$ cat config.mk
export PLATFORM = sky130hd
export DESIGN_NAME = operand_fetch
export DESIGN_NICKNAME = d
export VERILOG_FILES = /design/src/rtl/operand_fetch.sv
export SDC_FILE = /design/constraint.sdc
export NUM_CORES = 1
export LEC_CHECK = 0
export CAP_MARGIN = 20
export CORE_ASPECT_RATIO = 0.5
export CORE_UTILIZATION = 53
export CTS_CLUSTER_SIZE = 8
export DETAILED_ROUTE_END_ITERATION = 6
export PLACE_DENSITY_LB_ADDON = 0.2
export REMOVE_ABC_BUFFERS = 1
export SLEW_MARGIN = 20
export SYNTH_ARGS = -nofsm -noshare
export SYNTH_HDL_FRONTEND = slang
export SYNTH_SLANG_ARGS = --single-unit
$ cat constraint.sdc
create_clock -name clk -period 3.61 [get_ports clk]
set_input_delay 0.722 -clock clk [delete_from_list [all_inputs] [get_ports clk]]
set_output_delay 0.722 -clock clk [all_outputs]
set_load 0.01 [all_outputs]
$ cat src/rtl/operand_fetch.sv
// Register-read stage: drives register file read ports, merges writeback bypass
// data and r15 substitution, then hands both operands to execute on valid/ready.
module operand_fetch #(
    parameter int          CTRL_W    = 16,
    parameter int unsigned PC_OFFSET = 8
) (
    input  logic              clk,
    input  logic              reset,
    input  logic              in_valid,
    output logic              in_ready,
    input  logic [3:0]        in_rn,
    input  logic [3:0]        in_rm,
    input  logic [3:0]        in_rd,
    input  logic [31:0]       in_pc,
    input  logic [CTRL_W-1:0] in_ctrl,
    output logic [3:0]        rf_read_regA,
    output logic [3:0]        rf_read_regB,
    input  logic [31:0]       rf_data_regA,
    input  logic [31:0]       rf_data_regB,
    input  logic              wb_en,
    input  logic [3:0]        wb_reg,
    input  logic [31:0]       wb_data,
    output logic              out_valid,
    input  logic              out_ready,
    output logic [31:0]       out_a,
    output logic [31:0]       out_b,
    output logic [3:0]        out_rd,
    output logic [31:0]       out_pc,
    output logic [CTRL_W-1:0] out_ctrl
);

    typedef enum logic [1:0] {IDLE, FETCH, DATA, VALID} state_t;

    state_t            state, state_nxt;
    logic [3:0]        rn, rm, rd;
    logic [31:0]       pc;
    logic [CTRL_W-1:0] ctrl;
    logic              fwd_a, fwd_b;
    logic [31:0]       fwd_data_a, fwd_data_b;
    logic              accept;
    logic              hit_a, hit_b;
    logic [31:0]       opnd_a, opnd_b;

    // Priority: r15 -> live writeback -> writeback seen during FETCH -> register file.
    function automatic logic [31:0] select_operand(
        input logic [3:0]  src,
        input logic [31:0] pc_val,
        input logic        live_hit,
        input logic [31:0] live_data,
        input logic        fwd,
        input logic [31:0] fwd_data,
        input logic [31:0] rf_data
    );
        if (src == 4'd15)
            return pc_val + 32'(PC_OFFSET);
        else if (live_hit)
            return live_data;
        else if (fwd)
            return fwd_data;
        else
            return rf_data;
    endfunction

    assign rf_read_regA = rn;
    assign rf_read_regB = rm;
    assign accept       = in_valid && in_ready;

    always_ff @(posedge clk) begin
        if (reset)
            state <= IDLE;
        else
            state <= state_nxt;
    end

    always_comb begin
        state_nxt = state;
        case (state)
            IDLE:  if (accept) state_nxt = FETCH;
            FETCH: state_nxt = DATA;
            DATA:  state_nxt = VALID;
            VALID: if (out_ready) state_nxt = in_valid ? FETCH : IDLE;
            default: state_nxt = IDLE;
        endcase
    end

    // Writes to r15 never bypass; the PC substitution always wins there.
    always_comb begin
        in_ready = !reset && ((state == IDLE) || ((state == VALID) && out_ready));
        hit_a    = wb_en && (wb_reg == rn) && (rn != 4'd15);
        hit_b    = wb_en && (wb_reg == rm) && (rm != 4'd15);
        opnd_a   = select_operand(rn, pc, hit_a, wb_data, fwd_a, fwd_data_a, rf_data_regA);
        opnd_b   = select_operand(rm, pc, hit_b, wb_data, fwd_b, fwd_data_b, rf_data_regB);
    end

    always_ff @(posedge clk) begin
        if (reset) begin
            rn         <= '0;
            rm         <= '0;
            rd         <= '0;
            pc         <= '0;
            ctrl       <= '0;
            fwd_a      <= 1'b0;
            fwd_b      <= 1'b0;
            fwd_data_a <= '0;
            fwd_data_b <= '0;
            out_valid  <= 1'b0;
            out_a      <= '0;
            out_b      <= '0;
            out_rd     <= '0;
            out_pc     <= '0;
            out_ctrl   <= '0;
        end else begin
            if (accept) begin
                rn   <= in_rn;
                rm   <= in_rm;
                rd   <= in_rd;
                pc   <= in_pc;
                ctrl <= in_ctrl;
            end
            // The register file samples its address at the end of FETCH and misses
            // a same-edge write, so that write is held here for DATA.
            if (state == FETCH) begin
                fwd_a      <= hit_a;
                fwd_b      <= hit_b;
                fwd_data_a <= wb_data;
                fwd_data_b <= wb_data;
            end
            if (state == DATA) begin
                out_a     <= opnd_a;
                out_b     <= opnd_b;
                out_rd    <= rd;
                out_pc    <= pc;
                out_ctrl  <= ctrl;
                out_valid <= 1'b1;
            end else if (state == VALID) begin
                if (out_ready)
                    out_valid <= 1'b0;
                if (hit_a)
                    out_a <= wb_data;
                if (hit_b)
                    out_b <= wb_data;
            end
        end
    end

endmodule

==> results of run 1 <==
power by group:
part	total [mW]	switching, mW	internal, mW
Clock	2.44	0.997	1.45
Combinational	3.07	1.53	1.54
Sequential	3.38	0.479	2.90
Total	8.89	3.01	5.88
stage by stage:
step           worst slack (ns)  utilization  TNS [ns]  hold slack [ns]  cells
6_report                  0.687        0.740         0            0.473   1741
3_3_place_gp              0.760        0.701         0            0.458   1709
2_1_floorplan             -2.74            -   -202.78            0.448   1127
4_1_cts                   0.699        0.740         0            0.474   1741
3_5_place_dp              0.646        0.701         0            0.465   1709
5_1_grt                   0.519        0.740         0            0.490   1741
critical path: cells and delay by family (launching register included):
family | cells | cell delay [ns]
buf+inv | 1 | 0.57
flops | 1 | 0.42
compound gates | 1 | 0.11
fa+ha+maj | 1 | 0.36
simple gates | 1 | 0.19
how the worst min path moves through the flow:
stage / to / cells past startpoint
2_1_floorplan: ctrl[0]$_SDFFE_PP0P_ / 2
3_3_place_gp: ctrl[3]$_SDFFE_PP0P_ / 2
3_5_place_dp: ctrl[5]$_SDFFE_PP0P_ / 2
4_1_cts: rd[2]$_SDFFE_PP0P_ / 2
5_1_grt: rd[2]$_SDFFE_PP0P_ / 2
6_report: rd[2]$_SDFFE_PP0P_ / 2
routing by layer:
metal	global-route usage	share of wire	up-vias	wire length [um]
li1	-	-	4934	-
met1	0.426	0.43	5056	15300
met2	0.530	0.45	536	16000
met3	0.0762	0.089	103	3160
met4	0.139	0.035	2	1260
met5	0	0.00036	-	13
cells in the final DEF (no fill, tap or decap), types with 3 or more instances in the layout:
cell type,count
a211oi_1,60
a211oi_2,13
a21oi_1,20
a221oi_1,10
a311oi_1,20
a311oi_2,6
a31oi_1,5
and2_1,8
and3_1,56
and4_1,6
buf_12,3
buf_4,23
clkbuf_16,30
clkdlybuf4s50_1,289
dfxtp_1,211
ha_1,4
inv_1,5
mux2_2,15
mux2i_1,147
nand2_1,130
nand2b_1,60
nand3_1,22
nand4_1,15
nor2_1,100
nor3_1,44
nor4_1,5
o211ai_1,22
o21ai_0,65
o22ai_1,9
o31ai_1,4
o32ai_1,3
or3_1,3
xnor2_1,22
xor2_1,13
state kept, by name, summed over array words and instances (netlist names):
signal,flops
rd,4
out_rd,4
out_ctrl,16
rf_read_regB,4
out_valid,1
out_b,32
fwd_data_b,32
out_a,32
fwd_a,1
rf_read_regA,4
fwd_b,1
out_pc,32
state,2
pc,32
ctrl,16
layout make-up:
type                       instances  area share
sequential                       213       0.292
timing repair buffer             316       0.215
multi-input combinational        909       0.416
tap                              266      0.0228
clock buffer                      30      0.0514
clock inverter                     2     0.00146
inverter                           5     0.00128
cells by family (layout without fill, tap and decap cells):
group                    count (synthesis)  after routing  share of synthesized area
flip-flops                             213            213                      0.394
XOR/XNOR                                35             35                     0.0283
AO/OA/AOI/OAI                          246            246                      0.165
multiplexers                           162            162                      0.151
AND/OR/NAND/NOR                        460            460                      0.208
buffers and inverters                  115            353                     0.0469
adder cells (fa/ha/maj)                  6              6                    0.00693
==> impl_metrics.env, run 1 <==
export IMPL_status="completed"
export IMPL_detail_route_vias_per_cell=6.11
export IMPL_core_region_area_mm2=0.0197
export IMPL_regArea_mm2=0.00427
export IMPL_hold_viol=0
export IMPL_start_util=0.549
export IMPL_hold_path_class="reg -> reg"
export IMPL_max_vdd_ir_drop_uv=401
export IMPL_cts_buffers_inserted=30
export IMPL_min_period_ns=2.92
export IMPL_synth_top_area_share=0.394
export IMPL_arrival_ns=2.20
export IMPL_end_kind="output pin"
export IMPL_power_mw=8.89
export IMPL_grt_usage=0.328
export IMPL_fp_dieH_um=103
export IMPL_n_fill_cell=1474
export IMPL_required_ns=2.89
export IMPL_drcViolationCount=0
export IMPL_reg2reg_setup_slack_ns=0.74
export IMPL_cpMaxStageDelayCell="clkdlybuf4s50_1"
export IMPL_final_area_mm2=0.0146
export IMPL_slew_viol_final=0
export IMPL_layout_drive_gt1_share=0.0719
export IMPL_setup_viol=0
export IMPL_grt_pass1_vias=10200
export IMPL_place_area_mm2=0.0138
export IMPL_ctsResizeCount=0
export IMPL_wl_per_cell_um=20.5
export IMPL_cts_tree="yes"
export IMPL_io_buffers=290
export IMPL_critPathLaunchType="flip-flop"
export IMPL_routed_wl_um=35700
export IMPL_cts_sinks=213
export IMPL_fin_crit_sh=0.810
export IMPL_avgSynthCellArea_um2=8.76
export IMPL_h_tree_depth=1
export IMPL_area_delta_synth_final_pct=34.8
export IMPL_root_buffer="clkbuf_16"
export IMPL_postCtsSetupRepairBufs=0
export IMPL_die_width_um=204
export IMPL_dr_pass1_iters=5
export IMPL_synth_cell_types=49
export IMPL_synth_cells=1237
export IMPL_startpoint="state[1]$_SDFFE_PP0P_"
export IMPL_reg2reg_to="out_a[15]$_SDFFE_PP0P_"
export IMPL_antenna_cells=0
export IMPL_p_leak_nw=5.17
export IMPL_num_vias=10600
export IMPL_drv_cap=0
export IMPL_io_pins=291
export IMPL_yosysSeqAreaShare=0.394
export IMPL_rr_startpoint="rf_read_regA[0]$_SDFFE_PP0P_"
export IMPL_worst_setup_path_type="reg -> out"
export IMPL_cp_cell_sequence="ha_1, a21oi_1, nor2_1, clkdlybuf4s50_1"
export IMPL_grt_max_degree=104
export IMPL_fmax_mhz=342
export IMPL_synthTopCellsByCount="dfxtp_1, mux2i_1, nand2_1"
export IMPL_synth_top_area_cell="dfxtp_1"
export IMPL_async_flop_share=0
export IMPL_core_rowCount=36
export IMPL_multi_input_area_mm2=0.00608
export IMPL_path_clk_slew_ns=0.05
export IMPL_cp_endpoint="in_ready"
export IMPL_drtIter0Drc=819
export IMPL_place_gp_congestion=0.892
export IMPL_reg2regPathDepth=6
export IMPL_drtAntennaViolNets=0
export IMPL_die_area_mm2=0.0211
export IMPL_grt_overflow=0
export IMPL_yosys_warnings=0
export IMPL_max_slew_margin_rel=0.387
export IMPL_slowest_delay_ns=0.57
export IMPL_grt_pass1_wl_um=54800
export IMPL_clk_latency_ns=0.55
export IMPL_synth_most_common_cell="dfxtp_1"
export IMPL_holdCritStartpoint="rd[2]$_SDFFE_PP0P_"
export IMPL_ys_flop_type="dfxtp_1"
export IMPL_hpwl_um=24000
export IMPL_crit_fanout=5
export IMPL_cts_hold_buffers=0
export IMPL_tightestPinTransition_ns=0.919
export IMPL_antenna_found_initial=1
export IMPL_cts_path_max_buffers=3
export IMPL_final_nets=1646
export IMPL_synth_edf_count=0
export IMPL_clock_skew_final_ns=0.0142
export IMPL_synthesis_area_mm2=0.0108
export IMPL_synth_area_leaders="dfxtp_1, mux2i_1, nand2_1"
export IMPL_ys_ff_latch=213
export IMPL_p_per_area_mw_per_mm2=609
export IMPL_rsz0062_at_grt="false"
No activity file was read; power rests on OpenSTA's default activity.
==> inputs of run 2 (changes only) <==
Settings changed: CORE_UTILIZATION 53 to 49.
Clock period 3.61 ns to 2.9 ns, I/O delays scaled along.
==> impl_metrics.env, run 2 (synthesis results as in run 1) <==
export IMPL_root_buffer="clkbuf_16"
export IMPL_antenna_cells=0
export IMPL_detail_route_vias_per_cell=5.94
export IMPL_setup_viol=0
export IMPL_die_area_mm2=0.0227
export IMPL_power_internal_mw=7.40
export IMPL_hold_viol=0
export IMPL_drtAntennaViolNets=0
export IMPL_reg2reg_to="out_a[22]$_SDFFE_PP0P_"
export IMPL_final_area_mm2=0.0149
export IMPL_startpoint="state[1]$_SDFFE_PP0P_"
export IMPL_cts_buffers_inserted=30
export IMPL_die_width_um=212
export IMPL_reg2reg_setup_slack_ns=0.57
export IMPL_core_region_area_mm2=0.0217
export IMPL_num_vias=10600
export IMPL_status="completed"
export IMPL_p_sw_frac=0.339
export IMPL_wl_per_cell_um=20.3
export IMPL_routed_wl_um=36400
export IMPL_antenna_found_initial=1
export IMPL_fp_dieH_um=107
export IMPL_final_cell_mix="clkdlybuf4s50_1, dfxtp_1, mux2i_1"
export IMPL_setup_ws_ns=0.210
export IMPL_final_common_cell="clkdlybuf4s50_1"
export IMPL_min_period_ns=2.69
export IMPL_p_leak_nw=5.29
export IMPL_max_slew_margin_rel=0.282
export IMPL_area_delta_synth_final_pct=37.2
export IMPL_end_kind="output pin"
export IMPL_path_clk_slew_ns=0.05
export IMPL_required_ns=2.32
export IMPL_final_nets=1663
export IMPL_drv_cap=0
export IMPL_io_buffers=290
export IMPL_max_vdd_ir_drop_uv=457
export IMPL_grt_usage=0.313
export IMPL_p_per_area_mw_per_mm2=753
export IMPL_hold_path_class="reg -> reg"
export IMPL_seqPwrFrac=0.373
export IMPL_cts_path_max_buffers=3
export IMPL_fin_crit_sh=0.927
export IMPL_fmax_mhz=372
export IMPL_arrival_ns=2.11
export IMPL_hpwl_um=24600
export IMPL_grt_max_degree=214
export IMPL_power_mw=11.2
export IMPL_cts_tree="yes"
export IMPL_grt_pass1_wl_um=55900
export IMPL_preCtsSetupSlack_ns=0.144
export IMPL_cts_sinks=213
export IMPL_p_switching_mw=3.79
export IMPL_pwr_share_clk=0.273
export IMPL_io_pins=291
export IMPL_h_tree_depth=1
export IMPL_crit_fanout=5
export IMPL_reg2regPathDepth=6
export IMPL_clock_skew_final_ns=0.0194
export IMPL_power_frac_comb=0.355
export IMPL_slew_viol_final=0
export IMPL_drtIter0Drc=860
export IMPL_drcViolationCount=0
export IMPL_rsz0062_at_grt="false"
export IMPL_worst_setup_path_type="reg -> out"
export IMPL_place_gp_congestion=0.903
export IMPL_clk_latency_ns=0.56
export IMPL_core_rowCount=38
export IMPL_grt_pass1_vias=10100
export IMPL_tns_ns=0
export IMPL_rr_startpoint="pc[5]$_SDFFE_PP0P_"
export IMPL_start_util=0.500
export IMPL_critPathLaunchType="flip-flop"
export IMPL_utilization=0.686
export IMPL_layout_drive_gt1_share=0.0831
export IMPL_cp_endpoint="in_ready"
export IMPL_grt_overflow=0
export IMPL_dr_pass1_iters=7
export IMPL_tightestPinTransition_ns=1.08
export IMPL_place_area_mm2=0.0141
run 2: layout make-up:
cell class,count,area [um^2]
inverter,5,18.8
clock inverter,2,21.3
tap,300,375
multi-input combinational,909,6080
sequential,213,4270
clock buffer,30,751
timing repair buffer,333,3350
fill,1745,6810
run 2: how the worst min path moves through the flow:
| stage | from | endpoint | slack [ns] | cells past startpoint |
|---|---|---|---|---|
| 6_report | ctrl[4]$_SDFFE_PP0P_ | ctrl[4]$_SDFFE_PP0P_ | 0.48 | 2 |
| 5_1_grt | ctrl[7]$_SDFFE_PP0P_ | ctrl[7]$_SDFFE_PP0P_ | 0.49 | 2 |
| 4_1_cts | ctrl[7]$_SDFFE_PP0P_ | ctrl[7]$_SDFFE_PP0P_ | 0.48 | 2 |
| 3_5_place_dp | ctrl[9]$_SDFFE_PP0P_ | ctrl[9]$_SDFFE_PP0P_ | 0.47 | 2 |
| 3_3_place_gp | ctrl[7]$_SDFFE_PP0P_ | ctrl[7]$_SDFFE_PP0P_ | 0.46 | 2 |
| 2_1_floorplan | ctrl[0]$_SDFFE_PP0P_ | ctrl[0]$_SDFFE_PP0P_ | 0.45 | 2 |
run 2: repair_timing:
action                                  CTS  global route
hold buffers                              0             0
gates resized for setup                   0             1
endpoints found under the setup margin    0             1
buffers inserted                          0             0
run 2: critical path: stages (launching register included):
cell and delay [ns]:
dfxtp_1 0.43, ha_2 0.31, a21oi_1 0.09, nor2_1 0.17, clkdlybuf4s50_1 0.57
run 2: metal layers:
metal / vias up / track usage / share of wire
li1: 4959 / - / -
met1: 5073 / 0.409 / 0.42
met2: 499 / 0.502 / 0.45
met3: 107 / 0.0741 / 0.091
met4: 2 / 0.118 / 0.034
met5: - / 0 / 0.00047
run 2: power groups by stage:
| stage | logic, mW | clock network [mW] | registers (mW) |
|---|---|---|---|
| after floorplan | 2.17 | 0 | 4.24 |
| after global placement | 3.81 | 0 | 4.18 |
| after detailed placement | 3.91 | 0 | 4.21 |
| after CTS | 3.94 | 3.10 | 4.16 |
| after global routing | 4.26 | 3.23 | 4.24 |
| final | 3.97 | 3.05 | 4.17 |
run 2: metrics by stage:
stage / cells / hold slack [ns]
3_5_place_dp: 1760 / 0.467
3_3_place_gp: 1760 / 0.458
2_1_floorplan: 1127 / 0.448
6_report: 1792 / 0.475
4_1_cts: 1792 / 0.476
5_1_grt: 1792 / 0.492
